**config.mk**
```make
export PLATFORM = sky130hd
export DESIGN_NAME = alu_result_capture
export DESIGN_NICKNAME = d
export VERILOG_FILES = /design/src/rtl/alu_result_capture.sv
export SDC_FILE = /design/constraint.sdc
export NUM_CORES = 1
export LEC_CHECK = 0
export CORE_MARGIN = 1
export CORE_UTILIZATION = 46
export CTS_CLUSTER_SIZE = 8
export DETAILED_ROUTE_END_ITERATION = 7
export PLACE_DENSITY = 0.95
export SLEW_MARGIN = 20
export SYNTH_ARGS = -nofsm -noshare
export SYNTH_HDL_FRONTEND = slang
export SYNTH_SLANG_ARGS = --single-unit
```
**constraint.sdc**
```tcl
create_clock -name clk -period 8.92 [get_ports clk]
set_input_delay 1.784 -clock clk [delete_from_list [all_inputs] [get_ports clk]]
set_output_delay 1.784 -clock clk [all_outputs]
set_load 0.005 [all_outputs]
```
**src/rtl/alu_result_capture.sv**
```systemverilog
// Two-entry in-order capture buffer for ALU results and their flags.
// Also owns the architectural condition-code register.
module alu_result_capture #(
  parameter int WIDTH = 64
) (
  input  logic             clk,
  input  logic             rst,
  input  logic             in_valid,
  output logic             in_ready,
  input  logic [3:0]       in_fn,
  input  logic [WIDTH-1:0] in_a,
  input  logic [WIDTH-1:0] in_b,
  input  logic [WIDTH-1:0] in_result,
  input  logic             in_set_cc,
  output logic             out_valid,
  input  logic             out_ready,
  output logic [WIDTH-1:0] out_result,
  output logic             out_zf,
  output logic             out_sf,
  output logic             out_of,
  output logic             cc_zf,
  output logic             cc_sf,
  output logic             cc_of
);

  typedef struct packed {
    logic [WIDTH-1:0] result;
    logic             zf;
    logic             sf;
    logic             of;
  } entry_t;

  entry_t     mem [2];
  logic       wr_ptr;
  logic       rd_ptr;
  logic [1:0] count;

  logic   push;
  logic   pop;
  logic   sa;
  logic   sb;
  logic   sr;
  logic   is_add;
  logic   is_sub;
  entry_t fresh;

  // Handshake depends on registered count only.
  assign in_ready  = (count < 2'd2);
  assign out_valid = (count != 2'd0);
  assign push      = in_valid && in_ready;
  assign pop       = out_valid && out_ready;

  assign sa     = in_a[WIDTH-1];
  assign sb     = in_b[WIDTH-1];
  assign sr     = in_result[WIDTH-1];
  assign is_add = (in_fn == 4'd0);
  assign is_sub = (in_fn == 4'd1);

  always_comb begin
    fresh.result = in_result;
    fresh.zf     = (in_result == '0);
    fresh.sf     = sr;
    fresh.of     = 1'b0;
    unique case (1'b1)
      is_add:  fresh.of = (sa == sb) && (sr != sa);
      // sub computes b - a, so overflow is judged against b's sign
      is_sub:  fresh.of = (sa != sb) && (sr != sb);
      default: fresh.of = 1'b0;
    endcase
  end

  always_ff @(posedge clk) begin
    if (rst) begin
      mem[0] <= '0;
      mem[1] <= '0;
      wr_ptr <= 1'b0;
      rd_ptr <= 1'b0;
      count  <= 2'd0;
      cc_zf  <= 1'b1;
      cc_sf  <= 1'b0;
      cc_of  <= 1'b0;
    end else begin
      if (push) begin
        mem[wr_ptr] <= fresh;
        wr_ptr      <= ~wr_ptr;
      end
      if (pop) begin
        rd_ptr <= ~rd_ptr;
      end
      unique case ({push, pop})
        2'b10:   count <= count + 2'd1;
        2'b01:   count <= count - 2'd1;
        default: count <= count;
      endcase
      if (push && in_set_cc) begin
        cc_zf <= fresh.zf;
        cc_sf <= fresh.sf;
        cc_of <= fresh.of;
      end
    end
  end

  assign out_result = mem[rd_ptr].result;
  assign out_zf     = mem[rd_ptr].zf;
  assign out_sf     = mem[rd_ptr].sf;
  assign out_of     = mem[rd_ptr].of;

endmodule

```
==> impl_metrics.env, run 1 <==
export IMPL_hold_viol_final=0
export IMPL_multi_input_area_um2=1960
export IMPL_num_fill_cells=892
export IMPL_path_class="flip-flop to output pin"
export IMPL_grt_pass1_wl_um=21400
export IMPL_cap_viol_max_count=0
export IMPL_cts_clk_slew_worst_paths_ps=60
export IMPL_min_path_type="flip-flop to flip-flop"
export IMPL_cts_tree="built"
export IMPL_initial_utilization_pct=47.1
export IMPL_grt_pass1_vias=3986
export IMPL_status="completed"
export IMPL_fin_setup_tns_ps=0
export IMPL_dieArea_um2=14000
export IMPL_cp_start_kind="flip-flop"
export IMPL_critPathMaxStageDelay_ps=620
export IMPL_ctsHoldBuffers=0
export IMPL_critical_path_top_delay_family="buffers and inverters"
export IMPL_dr_pass1_iters=4
export IMPL_vias_per_cell=5.14
export IMPL_antenna_found_initial=0
export IMPL_syn2layout_area_growth_pct=35.1
export IMPL_overflow=0
export IMPL_synth_avg_cell_area_um2=14.8
export IMPL_clkSinkCount=140
export IMPL_setup_viol=0
export IMPL_wl_per_cell_um=18.3
export IMPL_cts_buffer_depth=2
export IMPL_place_gp_congestion=0.779
export IMPL_p_total_w=0.00221
export IMPL_tightest_slew_ps=765
export IMPL_fin_skew_ps=4.54
export IMPL_ys_warn_count=0
export IMPL_post_cts_buffers=0
export IMPL_grt_max_degree=67
export IMPL_worst_slack_ps=4540
export IMPL_synthCells=419
export IMPL_drt_first_iter_violations=302
export IMPL_seq_area_um2=4130
export IMPL_synth_area_um2=6220
export IMPL_root_buffer="clkbuf_16"
export IMPL_grt_use_total_pct=20.9
export IMPL_dp_hpwl_um=9070
export IMPL_die_h_um=118
export IMPL_crit_buf_inv=2
export IMPL_nets=768
export IMPL_ant_nets=0
export IMPL_crit_chain="buf_4 -> mux2_2 -> clkdlybuf4s50_1"
export IMPL_powerDensity_nw_per_um2=264
export IMPL_seq_area_frac_synth_pct=66.3
export IMPL_final_util_pct=63.7
export IMPL_cp_slowest_cell="buf_4"
export IMPL_ys_types=34
export IMPL_boundaryPins=273
export IMPL_antennaDiodeCount=0
export IMPL_layout_min_cycle_time_ps=4380
export IMPL_p_leak_nw=3.11
export IMPL_synth_nets=621
export IMPL_worst_skew_pair_late_latency_ps=420
export IMPL_arrival_ps=2600
export IMPL_rows=42
export IMPL_slew_viol_final=0
export IMPL_synth_seq_cells=140
export IMPL_pre_cts_ws_ps=4640
export IMPL_htree_levels=4
export IMPL_wirelength_um=13900
export IMPL_cts_resized=0
export IMPL_cp_required_ps=7140
export IMPL_fin_crit_sh_pct=49.2
export IMPL_rsz0062_at_grt="no"
export IMPL_slew_limit_headroom_pct=48.8
export IMPL_crit_fanout=50
export IMPL_max_freq_ghz=0.228
export IMPL_drive_above_1_share_pct=19.0
export IMPL_core_area_um2=13200
export IMPL_die_x_um=118
export IMPL_vias=3878
export IMPL_vdd_ir_drop_max_mv=0.154
export IMPL_numPortBuffers=146
export IMPL_cts_made_buffers=17
export IMPL_crit_path_end_kind="output pin"
export IMPL_drc=0
cell usage after synthesis (all sizes together):
cell type  instances  area share [%]
a21o               1            0.12
a21oi              2            0.16
a31o               1            0.14
and2             132              13
buf               15             1.6
clkbuf             8            0.56
dfxtp              8             2.6
edfxtp           132              64
ha                 1            0.20
inv                3            0.18
mux2              66              12
mux2i              1            0.16
nand2              2            0.12
nand3              1           0.080
nand4              4            0.40
nor2               5            0.30
nor2b              3            0.42
nor3               2            0.24
nor3b              1            0.30
nor4              18             1.8
o21ai              1           0.080
o21ba              1            0.16
o21bai             1            0.12
or2                3            0.30
or3                2            0.20
xnor2              3            0.42
xor2               2            0.28
cells by family after synthesis:
kind of cell | count (synthesis) | synth area share [%]
buf+inv | 26 | 2.39
fa+ha+maj | 1 | 0.201
xor+xnor | 5 | 0.704
flops | 140 | 66.3
compound gates | 7 | 0.785
mux | 67 | 12.1
simple gates | 173 | 17.5
layout by cell type, fill, tap and decap left out, drive strengths merged:
cell and count:
o21bai 1, nor3b 1, bufinv 3, dfxtp 8, xnor2 3, clkbuf 18
nand2 2, nand3 1, a21o 1, clkinvlp 3, mux2i 1, nor2 5
nor4 18, nand4 4, clkinv 7, ha 1, edfxtp 132, o21ai 1
buf 5, a21oi 2, clkdlybuf4s50 146, o21ba 1, xor2 2, mux2 66
or2 3, inv 4, nor3 2, and2 132, a31o 1, nor2b 3
or3 2
where the power goes:
group          internal (W)  switching (W)  total (W)
Combinational      0.000376       0.000246   0.000622
Clock              0.000434       0.000261   0.000694
Sequential         0.000851      0.0000471   0.000898
Total               0.00166       0.000554    0.00221
worst paths after layout:
| kind | slack (ps) | cells after the start | endpoint | from |
|---|---|---|---|---|
| worst max-delay path | 4540 | 3 | out_result[2] | flip-flop |
| worst min-delay path | 470 | 2 | cc_sf | cc_sf |
| worst max register to register | 6510 | 5 | mem[1][13] | count[1] |
| worst min register to register | 470 | 2 | cc_sf | cc_sf |
area by class of cell:
| type | count | area share (%) |
|---|---|---|
| clock buffers | 18 | 5.11 |
| clock inverters | 14 | 1.80 |
| inverters | 3 | 0.134 |
| multi-input cells | 253 | 23.4 |
| flip-flops and latches | 140 | 49.1 |
| well taps | 176 | 2.62 |
| repair buffers | 151 | 17.8 |
through the flow:
step           instance area, um^2  cells  hold WS [ps]
5_1_grt                       8400    755           504
2_1_floorplan                 6220    419           453
3_5_place_dp                  7820    723           456
6_report                      8400    755           473
4_1_cts                       8400    755           467
3_3_place_gp                  7820    723           455
worst reg2reg max path, delay by kind of cell, from the launching register on:
family	cells	cell delay (ps)
and+or+nand+nor	3	840
buffers and inverters	2	780
DFF	1	380
routing by layer:
layer | wire length, um | track usage, % | vias up
li1 | - | - | 1819
met1 | 5890 | 25.4 | 1876
met2 | 6700 | 34.3 | 158
met3 | 974 | 6.47 | 25
met4 | 284 | 9.21 | 0
met5 | 0 | 0 | -
sequential cells by signal (all words and copies together) (netlist names), named ones only:
signal and flops:
cc_sf 1, cc_zf 1, rd_ptr 1, count 2
cc_of 1, mem 132, wr_ptr 1
Note: power is estimated with default switching activity, not from simulation.
==> run 2, diff against run 1 <==
--- a/config.mk
+++ b/config.mk
@@ -6,10 +6,10 @@
 export NUM_CORES = 1
 export LEC_CHECK = 0
 export CORE_MARGIN = 1
-export CORE_UTILIZATION = 46
+export CORE_UTILIZATION = 38
 export CTS_CLUSTER_SIZE = 8
 export DETAILED_ROUTE_END_ITERATION = 7
-export PLACE_DENSITY = 0.95
+export PLACE_DENSITY = 0.84
 export SLEW_MARGIN = 20
 export SYNTH_ARGS = -nofsm -noshare
 export SYNTH_HDL_FRONTEND = slang
==> constraint.sdc (replaced) <==
create_clock -name clk -period 4 [get_ports clk]
set_input_delay 0.8 -clock clk [delete_from_list [all_inputs] [get_ports clk]]
set_output_delay 0.8 -clock clk [all_outputs]
set_load 0.005 [all_outputs]
==> run 2 against run 1 <==
Critical path depth fell by 1. Clock power rose by 120%. Power rose by 120%. Utilization fell by 10 points. Global-route usage fell by 3.8 points.
==> impl_metrics.env, run 2 (synthesis gave the netlist of run 1 again) <==
export IMPL_worst_skew_pair_late_latency_ps=410
export IMPL_max_freq_ghz=0.321
export IMPL_cp_slowest_cell="dfxtp_4"
export IMPL_grt_max_degree=67
export IMPL_rows=46
export IMPL_reg2reg_slack_ps=2030
export IMPL_root_buffer="clkbuf_16"
export IMPL_clkSinkCount=140
export IMPL_die_x_um=130
export IMPL_path_class="flip-flop to output pin"
export IMPL_tightest_slew_ps=945
export IMPL_initial_utilization_pct=39.0
export IMPL_endpoint="out_result[59]"
export IMPL_largest_reg_flops=132
export IMPL_powerDensity_nw_per_um2=583
export IMPL_core_area_um2=15900
export IMPL_regMostFlops="mem"
export IMPL_numPortBuffers=146
export IMPL_critPathMaxStageDelay_ps=940
export IMPL_ctsHoldBuffers=0
export IMPL_drc=0
export IMPL_timing_rr_end="mem[1][59]"
export IMPL_dr_pass1_iters=4
export IMPL_vdd_ir_drop_max_mv=0.319
export IMPL_post_cts_buffers=0
export IMPL_layout_min_cycle_time_ps=3120
export IMPL_cp_required_ps=3200
export IMPL_reg2reg_depth=5
export IMPL_wl_per_cell_um=17.2
export IMPL_setup_viol=0
export IMPL_r2r_start="count[1]"
export IMPL_grt_pass1_wl_um=20900
export IMPL_fin_setup_tns_ps=0
export IMPL_vias_per_cell=4.85
export IMPL_mostFrequentLayoutCell="clkdlybuf4s50_1"
export IMPL_vias=3863
export IMPL_hold_viol_final=0
export IMPL_crit_fanout=66
export IMPL_num_fill_cells=1319
export IMPL_rsz0062_at_grt="no"
export IMPL_cts_clk_slew_worst_paths_ps=60
export IMPL_largestRegisters="mem (132), count (2)"
export IMPL_htree_levels=4
export IMPL_cp_start_kind="flip-flop"
export IMPL_boundaryPins=273
export IMPL_crit_path_end_kind="output pin"
export IMPL_place_inst=764
export IMPL_syn2layout_area_growth_pct=36.5
export IMPL_cts_resized=0
export IMPL_overflow=0
export IMPL_fin_crit_sh_pct=77.9
export IMPL_arrival_ps=2320
export IMPL_ant_nets=0
export IMPL_wirelength_um=13700
export IMPL_min_path_type="flip-flop to flip-flop"
export IMPL_p_leak_nw=3.12
export IMPL_die_h_um=130
export IMPL_crit_chain="mux2_2 -> clkdlybuf4s50_1"
export IMPL_antenna_found_initial=0
export IMPL_antennaDiodeCount=0
export IMPL_cap_viol_max_count=0
export IMPL_cts_buffer_depth=2
export IMPL_dp_hpwl_um=8990
export IMPL_slew_viol_final=0
export IMPL_slew_limit_headroom_pct=37.0
export IMPL_drive_above_1_share_pct=19.5
export IMPL_pre_cts_ws_ps=772
export IMPL_dieArea_um2=16900
export IMPL_cts_tree="built"
export IMPL_instances_no_fill=796
export IMPL_drt_first_iter_violations=143
export IMPL_nets=769
export IMPL_worst_slack_ps=883
export IMPL_placed_area_um2=7910
export IMPL_grt_use_total_pct=17.1
export IMPL_grt_pass1_vias=4075
export IMPL_final_cell_area_um2=8490
export IMPL_fin_skew_ps=4.94
export IMPL_place_gp_congestion=0.752
export IMPL_final_cell_mix="clkdlybuf4s50_1 (146), edfxtp_1 (132), and2_1 (131)"
export IMPL_status="completed"
export IMPL_cts_made_buffers=17
==> run 2: per-stage QoR <==
stage	hold slack, ps	power (W)	utilization, %
2_1_floorplan	453	0.00266	-
3_3_place_gp	454	0.00339	49.6
3_5_place_dp	485	0.00343	49.6
4_1_cts	497	0.00499	53.2
5_1_grt	504	0.00518	53.2
6_report	497	0.00495	53.2
==> run 2: how the worst min path moves through the flow <==
stage | startpoint | depth (start not counted) | end | slack (ps)
2_1_floorplan | cc_sf | 2 | cc_sf | 450
3_3_place_gp | cc_sf | 2 | cc_sf | 450
3_5_place_dp | cc_sf | 2 | cc_sf | 480
4_1_cts | cc_sf | 2 | cc_sf | 500
5_1_grt | cc_sf | 2 | cc_sf | 500
6_report | cc_sf | 2 | cc_sf | 500
==> run 2: power by group <==
part	internal (W)	switching (W)	leakage, nW
combinational	0.000850	0.000473	1.38
clock	0.000972	0.000584	0.280
sequential	0.00190	0.000172	1.46
total	0.00372	0.00123	3.12
==> run 2: per-layer routing <==
layer / global-route usage [%] / up-vias / wire length, um
met4: 6.77 / 0 / 184
met1: 20.6 / 1880 / 6010
li1: - / 1810 / -
met5: 0 / - / 0
met3: 6.15 / 14 / 1120
met2: 28.0 / 159 / 6410
==> run 2: area by class of cell <==
type / instances / area, um^2 / area share (%)
Sequential cell: 140 / 4130 / 48.6
Multi-Input combinational cell: 253 / 1970 / 23.2
Timing Repair Buffer: 152 / 1530 / 18.0
Clock buffer: 19 / 433 / 5.10
Tap cell: 216 / 270 / 3.18
Clock inverter: 13 / 150 / 1.77
Inverter: 3 / 11.3 / 0.133
==> run 2: critical path, delay by kind of cell (launching register included) <==
kind / cells / cell delay, ps
multiplexers: 1 / 420
flip-flops: 1 / 940
buffers and inverters: 1 / 500
==> run 3, diff against run 2 <==
--- a/config.mk
+++ b/config.mk
@@ -6,10 +6,10 @@
 export NUM_CORES = 1
 export LEC_CHECK = 0
 export CORE_MARGIN = 1
-export CORE_UTILIZATION = 38
+export CORE_UTILIZATION = 42
 export CTS_CLUSTER_SIZE = 8
 export DETAILED_ROUTE_END_ITERATION = 7
-export PLACE_DENSITY = 0.84
+export PLACE_DENSITY = 0.88
 export SLEW_MARGIN = 20
 export SYNTH_ARGS = -nofsm -noshare
 export SYNTH_HDL_FRONTEND = slang
==> constraint.sdc (replaced) <==
create_clock -name clk -period 3.2 [get_ports clk]
set_input_delay 0.64 -clock clk [delete_from_list [all_inputs] [get_ports clk]]
set_output_delay 0.64 -clock clk [all_outputs]
set_load 0.005 [all_outputs]
==> run 3 against run 2 <==
Non-clock buffer count grew 5. Clock-buffer cell count grew 6. Utilization grew 5.2 points. Critical path type unchanged. Power grew 23%. Clock power grew 17%. Die area shrank 9.4%. Combinational power grew 33%.
==> impl_metrics.env, run 3 (synthesis gave the netlist of run 1 again) <==
export IMPL_status="completed"
export IMPL_worst_skew_pair_late_latency_ps=420
export IMPL_slew_viol_final=0
export IMPL_mostFrequentLayoutCell="clkdlybuf4s50_1"
export IMPL_htree_levels=4
export IMPL_cts_buffer_depth=2
export IMPL_post_cts_buffers=0
export IMPL_p_leak_nw=3.15
export IMPL_hold_viol_final=0
export IMPL_vdd_ir_drop_max_mv=0.376
export IMPL_syn2layout_area_growth_pct=36.1
export IMPL_largest_reg_flops=132
export IMPL_dieArea_um2=15300
export IMPL_setup_viol=0
export IMPL_drc=0
export IMPL_core_area_um2=14500
export IMPL_rows=44
export IMPL_max_freq_ghz=0.348
export IMPL_regMostFlops="mem"
export IMPL_instances_no_fill=769
export IMPL_wirelength_um=13500
export IMPL_fin_skew_ps=13.5
export IMPL_largestRegisters="mem (132), count (2)"
export IMPL_cts_made_buffers=17
export IMPL_root_buffer="clkbuf_16"
export IMPL_overflow=0
export IMPL_cts_clk_slew_worst_paths_ps=60
export IMPL_nets=774
export IMPL_place_inst=737
export IMPL_reg2reg_depth=5
export IMPL_boundaryPins=273
export IMPL_fin_crit_sh_pct=89.9
export IMPL_wl_per_cell_um=17.5
export IMPL_whs_ps=483
export IMPL_vias_per_cell=5.01
export IMPL_final_cell_mix="clkdlybuf4s50_1 (146), edfxtp_1 (132), and2_1 (131)"
export IMPL_num_fill_cells=1096
export IMPL_path_class="flip-flop to output pin"
export IMPL_reg2reg_slack_ps=1380
export IMPL_ctsHoldBuffers=0
export IMPL_grt_pass1_wl_um=20300
export IMPL_grt_pass1_vias=3957
export IMPL_pre_cts_ws_ps=563
export IMPL_crit_path_end_kind="output pin"
export IMPL_numPortBuffers=146
export IMPL_grt_use_total_pct=18.4
export IMPL_timing_rr_end="mem[1][2]"
export IMPL_final_cell_area_um2=8470
export IMPL_die_x_um=124
export IMPL_ant_nets=0
export IMPL_placed_area_um2=7910
export IMPL_initial_utilization_pct=42.9
export IMPL_cp_required_ps=2560
export IMPL_endpoint="out_result[5]"
export IMPL_rsz0062_at_grt="no"
export IMPL_fin_setup_tns_ps=0
export IMPL_cap_viol_max_count=0
export IMPL_powerDensity_nw_per_um2=717
export IMPL_vias=3855
export IMPL_slew_limit_headroom_pct=58.9
export IMPL_grt_max_degree=67
export IMPL_min_path_type="flip-flop to flip-flop"
export IMPL_crit_fanout=18
export IMPL_antenna_found_initial=0
export IMPL_dr_pass1_iters=4
export IMPL_clkSinkCount=140
export IMPL_antennaDiodeCount=0
export IMPL_arrival_ps=2240
export IMPL_cts_resized=0
export IMPL_worst_slack_ps=323
export IMPL_drive_above_1_share_pct=20.0
export IMPL_r2r_start="count[1]"
export IMPL_cp_start_kind="flip-flop"
export IMPL_cts_tree="built"
export IMPL_layout_min_cycle_time_ps=2880
export IMPL_dp_hpwl_um=9100
export IMPL_die_h_um=124
export IMPL_place_gp_congestion=0.771
export IMPL_tightest_slew_ps=616
export IMPL_drt_first_iter_violations=258
run 3: worst max-delay path, stage by stage, from the launching register on:
cell,delay [ps]
dfxtp_2,620
buf_4,350
mux2_2,370
clkdlybuf4s50_1,470
run 3: per-stage QoR:
step | power, W | utilization (%)
floorplan | 0.00332 | -
global placement | 0.00425 | 54.6
detailed placement | 0.00430 | 54.6
CTS | 0.00613 | 58.5
global route | 0.00635 | 58.5
finish | 0.00607 | 58.5
run 3: cell type report:
cell class / count / area (um^2) / share of cell area [%]
flip-flops and latches: 140 / 4130 / 48.7
multi-input cells: 253 / 1960 / 23.2
repair buffers: 157 / 1580 / 18.7
clock buffers: 25 / 518 / 6.12
well taps: 184 / 230 / 2.72
clock inverters: 7 / 36.3 / 0.429
inverters: 3 / 11.3 / 0.133
run 3: how the worst min path moves through the flow:
stage,from,to,slack [ps],cells past startpoint
after global placement,cc_sf,cc_sf,450,2
after detailed placement,cc_sf,cc_sf,470,2
after floorplan,cc_sf,cc_sf,450,2
final,cc_sf,cc_sf,480,2
after CTS,cc_sf,cc_sf,480,2
after global routing,cc_sf,cc_sf,490,2
run 3: power by group:
part | internal [W] | switching [W]
clock network | 0.00112 | 0.000704
logic | 0.00108 | 0.000673
registers | 0.00237 | 0.000126
run 3: metal layers:
| layer | wire length [um] | vias to the layer above | GRT usage (%) |
|---|---|---|---|
| met3 | 934 | 19 | 5.45 |
| met2 | 6490 | 155 | 29.9 |
| met5 | 0 | - | 0 |
| li1 | - | 1822 | - |
| met1 | 5870 | 1859 | 22.5 |
| met4 | 200 | 0 | 8.21 |
